`config.mk`:
```
export PLATFORM = sky130hd
export DESIGN_NAME = nx_node_data_arbiter
export DESIGN_NICKNAME = d
export VERILOG_FILES = /design/src/rtl/nx_node_data_arbiter.sv
export SDC_FILE = /design/constraint.sdc
export NUM_CORES = 1
export LEC_CHECK = 0
export ABC_AREA = 1
export ABC_CLOCK_PERIOD_IN_PS = 4820
export BUFFER_PORTS_ARGS = -buffer_cell sky130_fd_sc_hd__buf_2
export CORE_MARGIN = 8
export CORE_UTILIZATION = 54
export DETAILED_ROUTE_END_ITERATION = 16
export PLACE_DENSITY = 0.92
export SETUP_SLACK_MARGIN = 0.3
export SYNTH_ARGS = -nofsm -noshare
export SYNTH_HDL_FRONTEND = slang
export SYNTH_SLANG_ARGS = --single-unit
```
`constraint.sdc`:
```
create_clock -name i_clk -period 4.82 [get_ports i_clk]
set_input_delay 0.723 -clock i_clk [delete_from_list [all_inputs] [get_ports i_clk]]
set_output_delay 0.723 -clock i_clk [all_outputs]
set_load 0.005 [all_outputs]
```
`src/rtl/nx_node_data_arbiter.sv`:
```
// Arbitrates a single-port data RAM between the core (always wins) and a buffered
// inbound message port; tracks inbound starvation and read responses.
module nx_node_data_arbiter #(
    parameter int unsigned FIFO_DEPTH   = 4,
    parameter int unsigned STARVE_LIMIT = 16
) (
    input  logic        i_clk,
    input  logic        i_rst,

    input  logic [9:0]  i_core_addr,
    input  logic [31:0] i_core_wr_data,
    input  logic [31:0] i_core_wr_strb,
    input  logic        i_core_rd_en,
    output logic [31:0] o_core_rd_data,

    input  logic [9:0]  i_in_addr,
    input  logic [31:0] i_in_wr_data,
    input  logic [31:0] i_in_wr_strb,
    input  logic        i_in_rd_en,
    input  logic        i_in_valid,
    output logic        o_in_ready,
    output logic [31:0] o_in_rd_data,
    output logic        o_in_rd_valid,

    output logic [9:0]  o_ram_addr,
    output logic [31:0] o_ram_wr_data,
    output logic [31:0] o_ram_wr_strb,
    output logic        o_ram_rd_en,
    input  logic [31:0] i_ram_rd_data,

    output logic        o_idle,
    output logic        o_starve
);

    localparam int unsigned PW = (FIFO_DEPTH > 1) ? $clog2(FIFO_DEPTH) : 1;
    localparam int unsigned OW = $clog2(FIFO_DEPTH + 1);
    localparam int unsigned SW = $clog2(STARVE_LIMIT + 1);

    localparam logic [OW-1:0] DEPTH_OCC  = OW'(FIFO_DEPTH);
    localparam logic [SW-1:0] STARVE_MAX = SW'(STARVE_LIMIT);

    // Entry storage carries no reset: occupancy alone decides what is valid.
    logic [9:0]  fifo_addr [FIFO_DEPTH];
    logic [31:0] fifo_data [FIFO_DEPTH];
    logic [31:0] fifo_strb [FIFO_DEPTH];
    logic        fifo_rd   [FIFO_DEPTH];

    logic [PW-1:0] wr_ptr_q, wr_ptr_d;
    logic [PW-1:0] rd_ptr_q, rd_ptr_d;
    logic [OW-1:0] occ_q, occ_d;
    logic [SW-1:0] starve_cnt_q, starve_cnt_d;
    logic          starve_q, starve_d;
    logic          in_rd_pend_q, in_rd_pend_d;

    logic          core_access;
    logic          fifo_empty;
    logic          push;
    logic          pop;

    logic [9:0]    head_addr;
    logic [31:0]   head_data;
    logic [31:0]   head_strb;
    logic          head_rd;

    assign core_access = i_core_rd_en | (|i_core_wr_strb);
    assign fifo_empty  = (occ_q == '0);

    // Ready comes from registered occupancy only, so a full FIFO refuses a push
    // even in a cycle where it also pops.
    assign o_in_ready  = (occ_q < DEPTH_OCC);
    assign push        = i_in_valid & o_in_ready;
    assign pop         = ~core_access & ~fifo_empty;

    assign head_addr   = fifo_addr[rd_ptr_q];
    assign head_data   = fifo_data[rd_ptr_q];
    assign head_strb   = fifo_strb[rd_ptr_q];
    assign head_rd     = fifo_rd[rd_ptr_q];

    always_ff @(posedge i_clk) begin
        if (push) begin
            fifo_addr[wr_ptr_q] <= i_in_addr;
            fifo_data[wr_ptr_q] <= i_in_wr_data;
            fifo_strb[wr_ptr_q] <= i_in_wr_strb;
            fifo_rd[wr_ptr_q]   <= i_in_rd_en;
        end
    end

    always_comb begin
        wr_ptr_d = wr_ptr_q;
        rd_ptr_d = rd_ptr_q;
        occ_d    = occ_q;
        if (push) begin
            wr_ptr_d = wr_ptr_q + PW'(1);
        end
        if (pop) begin
            rd_ptr_d = rd_ptr_q + PW'(1);
        end
        unique case ({push, pop})
            2'b10:   occ_d = occ_q + OW'(1);
            2'b01:   occ_d = occ_q - OW'(1);
            default: occ_d = occ_q;
        endcase
    end

    // RAM port mux: core first, then FIFO head, otherwise fully quiet.
    always_comb begin
        o_ram_addr    = '0;
        o_ram_wr_data = '0;
        o_ram_wr_strb = '0;
        o_ram_rd_en   = 1'b0;
        if (core_access) begin
            o_ram_addr    = i_core_addr;
            o_ram_wr_data = i_core_wr_data;
            o_ram_wr_strb = i_core_wr_strb;
            o_ram_rd_en   = i_core_rd_en;
        end else if (pop) begin
            o_ram_addr    = head_addr;
            o_ram_wr_data = head_data;
            o_ram_wr_strb = head_rd ? '0 : head_strb;
            o_ram_rd_en   = head_rd;
        end
    end

    assign in_rd_pend_d = pop & head_rd;

    // Counts cycles the head waits behind the core; any pop restarts the count.
    always_comb begin
        starve_cnt_d = starve_cnt_q;
        if (pop) begin
            starve_cnt_d = '0;
        end else if (!fifo_empty && core_access && starve_cnt_q != STARVE_MAX) begin
            starve_cnt_d = starve_cnt_q + SW'(1);
        end
    end

    // The flag outlives the counter clear on pop and drops only once drained.
    always_comb begin
        if (occ_d == '0) begin
            starve_d = 1'b0;
        end else begin
            starve_d = starve_q | (starve_cnt_d == STARVE_MAX);
        end
    end

    always_ff @(posedge i_clk or posedge i_rst) begin
        if (i_rst) begin
            wr_ptr_q     <= '0;
            rd_ptr_q     <= '0;
            occ_q        <= '0;
            starve_cnt_q <= '0;
            starve_q     <= 1'b0;
            in_rd_pend_q <= 1'b0;
        end else begin
            wr_ptr_q     <= wr_ptr_d;
            rd_ptr_q     <= rd_ptr_d;
            occ_q        <= occ_d;
            starve_cnt_q <= starve_cnt_d;
            starve_q     <= starve_d;
            in_rd_pend_q <= in_rd_pend_d;
        end
    end

    assign o_core_rd_data = i_ram_rd_data;
    assign o_in_rd_valid  = in_rd_pend_q;
    assign o_in_rd_data   = in_rd_pend_q ? i_ram_rd_data : '0;
    assign o_idle         = fifo_empty & ~in_rd_pend_q;
    assign o_starve       = starve_q;

    occ_bound_a : assert property (@(posedge i_clk) disable iff (i_rst) occ_q <= DEPTH_OCC);

endmodule
```
After elaboration in Yosys (flattened, before gate mapping)
Memories as Yosys holds them, arrays and structs flattened.
Index checks and enable logic that the tools add are counted.
{"block": "word_totals", "mem_count": 4, "input_bits": 185, "ram_bits": 300, "reg_bits": 14, "word_cells": 51}
{"memory": "fifo_data", "depth": 4, "word_bits": 32, "read_ports": 1, "rd_clocked_by_memory_dff": 0, "wr": 1, "line": "44", "text": "logic [31:0] fifo_data [FIFO_DEPTH];"}
{"memory": "fifo_strb", "depth": 4, "word_bits": 32, "read_ports": 1, "rd_clocked_by_memory_dff": 0, "wr": 1, "line": "45", "text": "logic [31:0] fifo_strb [FIFO_DEPTH];"}
{"memory": "fifo_addr", "depth": 4, "word_bits": 10, "read_ports": 1, "rd_clocked_by_memory_dff": 0, "wr": 1, "line": "43", "text": "logic [9:0] fifo_addr [FIFO_DEPTH];"}
{"memory": "fifo_rd", "depth": 4, "word_bits": 1, "read_ports": 1, "rd_clocked_by_memory_dff": 0, "wr": 1, "line": "46", "text": "logic fifo_rd [FIFO_DEPTH];"}
{"block": "op_classes", "mux": 16, "n_bitwise": 9, "n_lt_le_gt_ge": 1, "n_eq_ne": 4, "n_reduce_logical": 6, "add_sub_neg": 5}
{"operator": "$mux 32", "count": 6}
{"operator": "$reduce_or 32->1", "count": 1}
{"operator": "$mux 10", "count": 2}
{"operator": "$mux 5", "count": 2}
{"operator": "$logic_not 3->1", "count": 2}
{"operator": "$pmux 3 s2", "count": 1}
{"operator": "$add 5x1->5 const B", "count": 1}
{"operator": "$eq 5x5->1 const B", "count": 1}
{"operator": "$mux 1", "count": 5}
{"operator": "$ne 5x5->1 const B", "count": 1}
{"operator": "$add 2x1->2 const B", "count": 2}
{"operator": "$and 1x1->1", "count": 4}
{"operator": "$add 3x1->3 const B", "count": 1}
{"operator": "$lt 3x3->1 const B", "count": 1}
{"operator": "$not 1->1", "count": 3}
{"operator": "$sub 3x1->3 const B", "count": 1}
{"operator": "$eq 2x1->1 const B", "count": 1}
{"operator": "$eq 2x2->1 const B", "count": 1}
{"operator": "$logic_and 1x1->1", "count": 2}
{"operator": "$or 1x1->1", "count": 2}
{"operator": "$logic_not 1->1", "count": 1}

Depth between registers and ports, before layout
{"block": "depth", "depth_word": 9, "ltp_mapped": 16, "ltp_nobuf": 15}

Least setup slack after synthesis
Ideal clock, no wire load.
{"block": "synth_timing", "kind": "in2reg", "from": "input i_in_valid", "to": "memory fifo_addr[0][0] (enable)", "setup_slack_ns": 0.275, "path_buffers": 0, "cell_stages": 2, "setup_ns": 0.509, "arrival_ns": 4.036, "cell_sequence": "nand2_1 > nor2_1"}
{"block": "synth_via", "elab_chain_cells": 3}
{"item": "from (decl)", "line": "20", "text": "input logic i_in_valid,"}
{"item": "$and 1x1->1", "line": "71", "text": "assign push = i_in_valid & o_in_ready;"}
{"item": "$mux 1", "line": "80", "text": "if (push) begin"}
{"item": "$mux 1 (not written as such)", "line": "81", "text": "fifo_addr[wr_ptr_q] <= i_in_addr;"}
{"item": "to (decl)", "line": "43"}
Every way passes these cells.

Worst setup path after layout
{"block": "layout_timing", "from": "input i_core_wr_strb[25]", "to": "output o_ram_wr_data[12]"}
{"block": "layout_via", "elab_chain_cells": 6}
{"item": "from (decl)", "line": "12", "text": "input logic [31:0] i_core_wr_strb,"}
{"item": "$reduce_or 32->1 (*)", "line": "65", "text": "assign core_access = i_core_rd_en | (|i_core_wr_strb);"}
{"item": "$or 1x1->1 (*)", "line": "65"}
{"item": "$not 1->1", "line": "72", "text": "assign pop = ~core_access & ~fifo_empty;"}
{"item": "$and 1x1->1", "line": "72"}
{"item": "$mux 32", "line": "116", "text": "end else if (pop) begin"}
{"item": "$mux 32 (*)", "line": "111", "text": "if (core_access) begin"}
{"item": "to (decl)", "line": "26", "text": "output logic [31:0] o_ram_wr_data,"}
Mark *: on every way between the ends. The rest lies on a longest branch, timed or not.

==> metrics.txt <==
initial antenna violation count 13; Inserted Clock Buffers 31; Seq pwr share 55.8%; Max-slew headroom around 22%; area of the core 24400 um2; Sink Count around 310; DR vias/cell roughly 5.6; sw frac roughly a fifth; largest cells by area after synthesis edfxtp_1 (67%), nand2_1 (4.2%), o21ai_0 (4.1%), a32o_1 (3.1%), inv_1 (3.1%); HP Class primary input to async pin; P per Cell Area between 300 and 400 nW/um2; Via Count slightly below 10000; WL final between 30000 and 40000 um; wire per inst roughly 20 um; Layout Cells excl Fill about 1800; final setup TNS 0 ns; DP Cell Count 1689; vias in the first global route between 10000 and 15000; Post-Syn Instances approximately 1100; Syn Nets 1314; Area after DPL about 15000 um2; crit path capture type output pin; clock root cell clkbuf_16; register area share after synthesis 69.7%; fin area roughly 16000 um2; Remaining DRCs 0; Max rail drop VDD around 0.00033 V; Netlist cell types 27; Setup-failing EPs final 0; Synth Register Bits between 300 and 400; Antenna Violating Nets Remaining 0; Slew @ Worst Pin ~1.2 ns; Yosys top cell by area edfxtp_1; area grow syn2layout 19.4%; global route overflow 0; depth of the CTS H-tree 1; Worst Path Required 4.10 ns; Setup WS post-layout slightly above 0.9 ns; Int Power 4.28 mW; Worst EP arrival roughly 3.2 ns; Async S/R FF share, synth 4.46%; Leakage approximately 6.6 nW; Setup Skew roughly 0.019 ns; Fmax roughly 0.26 GHz; Die X roughly 170 um; CTS tree yes; WHS ~0.25 ns; Ys Warns 0; Post-synth EDFFs 300; Final Wtd Congestion between 0.8 and 0.9; Cell Area, Synth ~13000 um2; first-pass GRT wire length approximately 54000 um; Detail Placement HPWL roughly 23000 um; Placement Setup Slack around 1.0 ns; setup repair after global routing missed its margin false; I/O Buffers roughly 330; cts hold-fix bufs 0; status finished clean; clk slew on worst S/H paths ~0.06 ns; CP max FO 33; DRT Pass-1 Iters 7; Worst-Skew Late Latency roughly 0.56 ns; final count of hold timing violations 0; top-area cell type share of the netlist area 67.1%; CTS resizes 0; die height 174 um; Die ar. between 30000 and 40000 um2; clk buf depth 3; fin crit period about 4 ns; Tot GR Track Use 22.5%; Comb pwr share 3.9%; Post-CTS Setup Inserts 0; Startpoint Class primary input; Rows 57; Final Max Slew Viols 0; Clock power frac between 40% and 50%; pin count of the biggest net entering global routing ~120; Mapped Avg Cell Area 12.0 um2; share of layout cells above drive strength 1 between 20 and 30%; Crit Path Category primary input to output pin; initial DRC count 1021; Initial Util a little under three fifths; Nets between 1500 and 2000; Switch Pwr approximately 1.1 mW; final period utilization about four fifths; Max Cap Viol 0; ys flop type edfxtp_1; # IOs approximately 330
worst paths after layout:
kind,from,to,slack (ns),depth (start not counted)
worst min register to register,occ_q[0]$_DFF_PP0_,occ_q[0]$_DFF_PP0_,0.52,1
worst min-delay path,i_rst,rd_ptr_q[1]$_DFFE_PP0P_,0.25,2
max in group asynchronous,i_rst,rd_ptr_q[0]$_DFFE_PP0P_,4.09,2
worst max-delay path,i_core_wr_strb[25],o_ram_wr_data[12],0.91,11
min in group i_clk,i_in_wr_data[13],fifo_data[2][13]$_DFFE_PP_,0.38,1
worst max register to register,occ_q[0]$_DFF_PP0_,o_starve$_DFF_PP0_,1.92,12
power by group through the flow:
stage,clock network (mW),logic (mW),registers (mW)
final,2.16,0.207,2.99
after global placement,0,0.193,3.04
after floorplan,0,0.0646,3.04
after global routing,2.30,0.225,2.98
after detailed placement,0,0.205,3.04
after CTS,2.20,0.206,2.99
kinds of logic after synthesis:
kind of cell               after synthesis  synth area share, %
and+or+nand+nor                        312                 9.43
DFF                                    314                 69.7
adders and majority gates                8                0.801
xor gates and xnor gates                 7                0.457
buffers and inverters                  216                 7.33
AOI/OAI and AO/OA                      264                 12.3
layer usage:
metal	GRT usage [%]	routed length, um	vias up	share of wire, %
met5	0	38	-	0.11
met4	10.7	1590	6	4.5
met3	5.71	3120	112	8.8
met2	39.5	18000	581	51
met1	25.3	12600	4638	36
li1	-	-	4536	-
final cells by class:
type | instances | area [um2]
antenna | 10 | 25.0
clock buffer | 37 | 798
clock inverter | 19 | 118
fill | 1721 | 8360
inverter | 115 | 434
multi-input combinational | 591 | 3120
sequential | 314 | 9360
tap | 324 | 405
timing repair buffer | 345 | 1770
synthesized netlist by cell type (12+ instances only):
cell type,count
edfxtp_1,300
a31o_2,19
a21oi_1,46
a32o_1,42
nand3_1,55
buf_4,34
buf_2,25
clkbuf_1,40
dfrtp_1,14
o21ai_0,111
nand2_1,150
inv_1,111
o21ai_1,12
o22ai_1,33
nor2_1,99
critical path, stage by stage:
cell and delay, ns:
buf_2 0.11, nor2_1 0.36, inv_1 0.08, nor2_1 0.17
nand2_1 0.09, nor2_2 0.12, nand3_2 0.09, inv_2 0.54
buf_4 0.47, a32o_1 0.25, buf_2 0.14
state kept, by name (all words and copies together) (netlist names):
register and flops:
fifo_addr 40, fifo_data 128, fifo_rd 4, fifo_strb 128, o_in_rd_valid 1, o_starve 1, occ_q 3, rd_ptr_q 2
starve_cnt_q 5, wr_ptr_q 2
layout by cell type, fill, tap and decap left out:
master / netlist / final
a21oi_1: 46 / 46
a21oi_2: 1 / 1
a31o_2: 19 / 19
a32o_1: 42 / 42
buf_2: 25 / 327
buf_4: 34 / 18
clkbuf_1: 40 / 6
clkbuf_16: 0 / 31
clkinv_1: 0 / 10
clkinv_2: 0 / 6
clkinv_4: 0 / 1
clkinv_8: 0 / 1
clkinvlp_4: 0 / 2
dfrtp_1: 14 / 13
dfrtp_4: 0 / 1
diode_2: 0 / 10
edfxtp_1: 300 / 300
fa_1: 1 / 1
ha_1: 7 / 7
inv_1: 111 / 111
inv_16: 0 / 1
inv_2: 4 / 2
nand2_1: 150 / 150
nand3_1: 55 / 54
nand3_2: 2 / 3
nand4_1: 3 / 3
nor2_1: 99 / 95
nor2_2: 1 / 1
nor2_4: 0 / 4
nor3_1: 1 / 1
o21ai_0: 111 / 111
o21ai_1: 12 / 12
o22ai_1: 33 / 33
or2_2: 1 / 1
xnor2_1: 2 / 2
xor2_1: 5 / 5
per-stage QoR:
stage / power, mW / utilization (%)
floorplan: 3.11 / -
global route: 5.51 / 65.7
finish: 5.35 / 65.7
CTS: 5.39 / 65.6
detailed placement: 3.25 / 61.9
global placement: 3.24 / 61.9
Note: power is estimated with default switching activity, not from simulation.
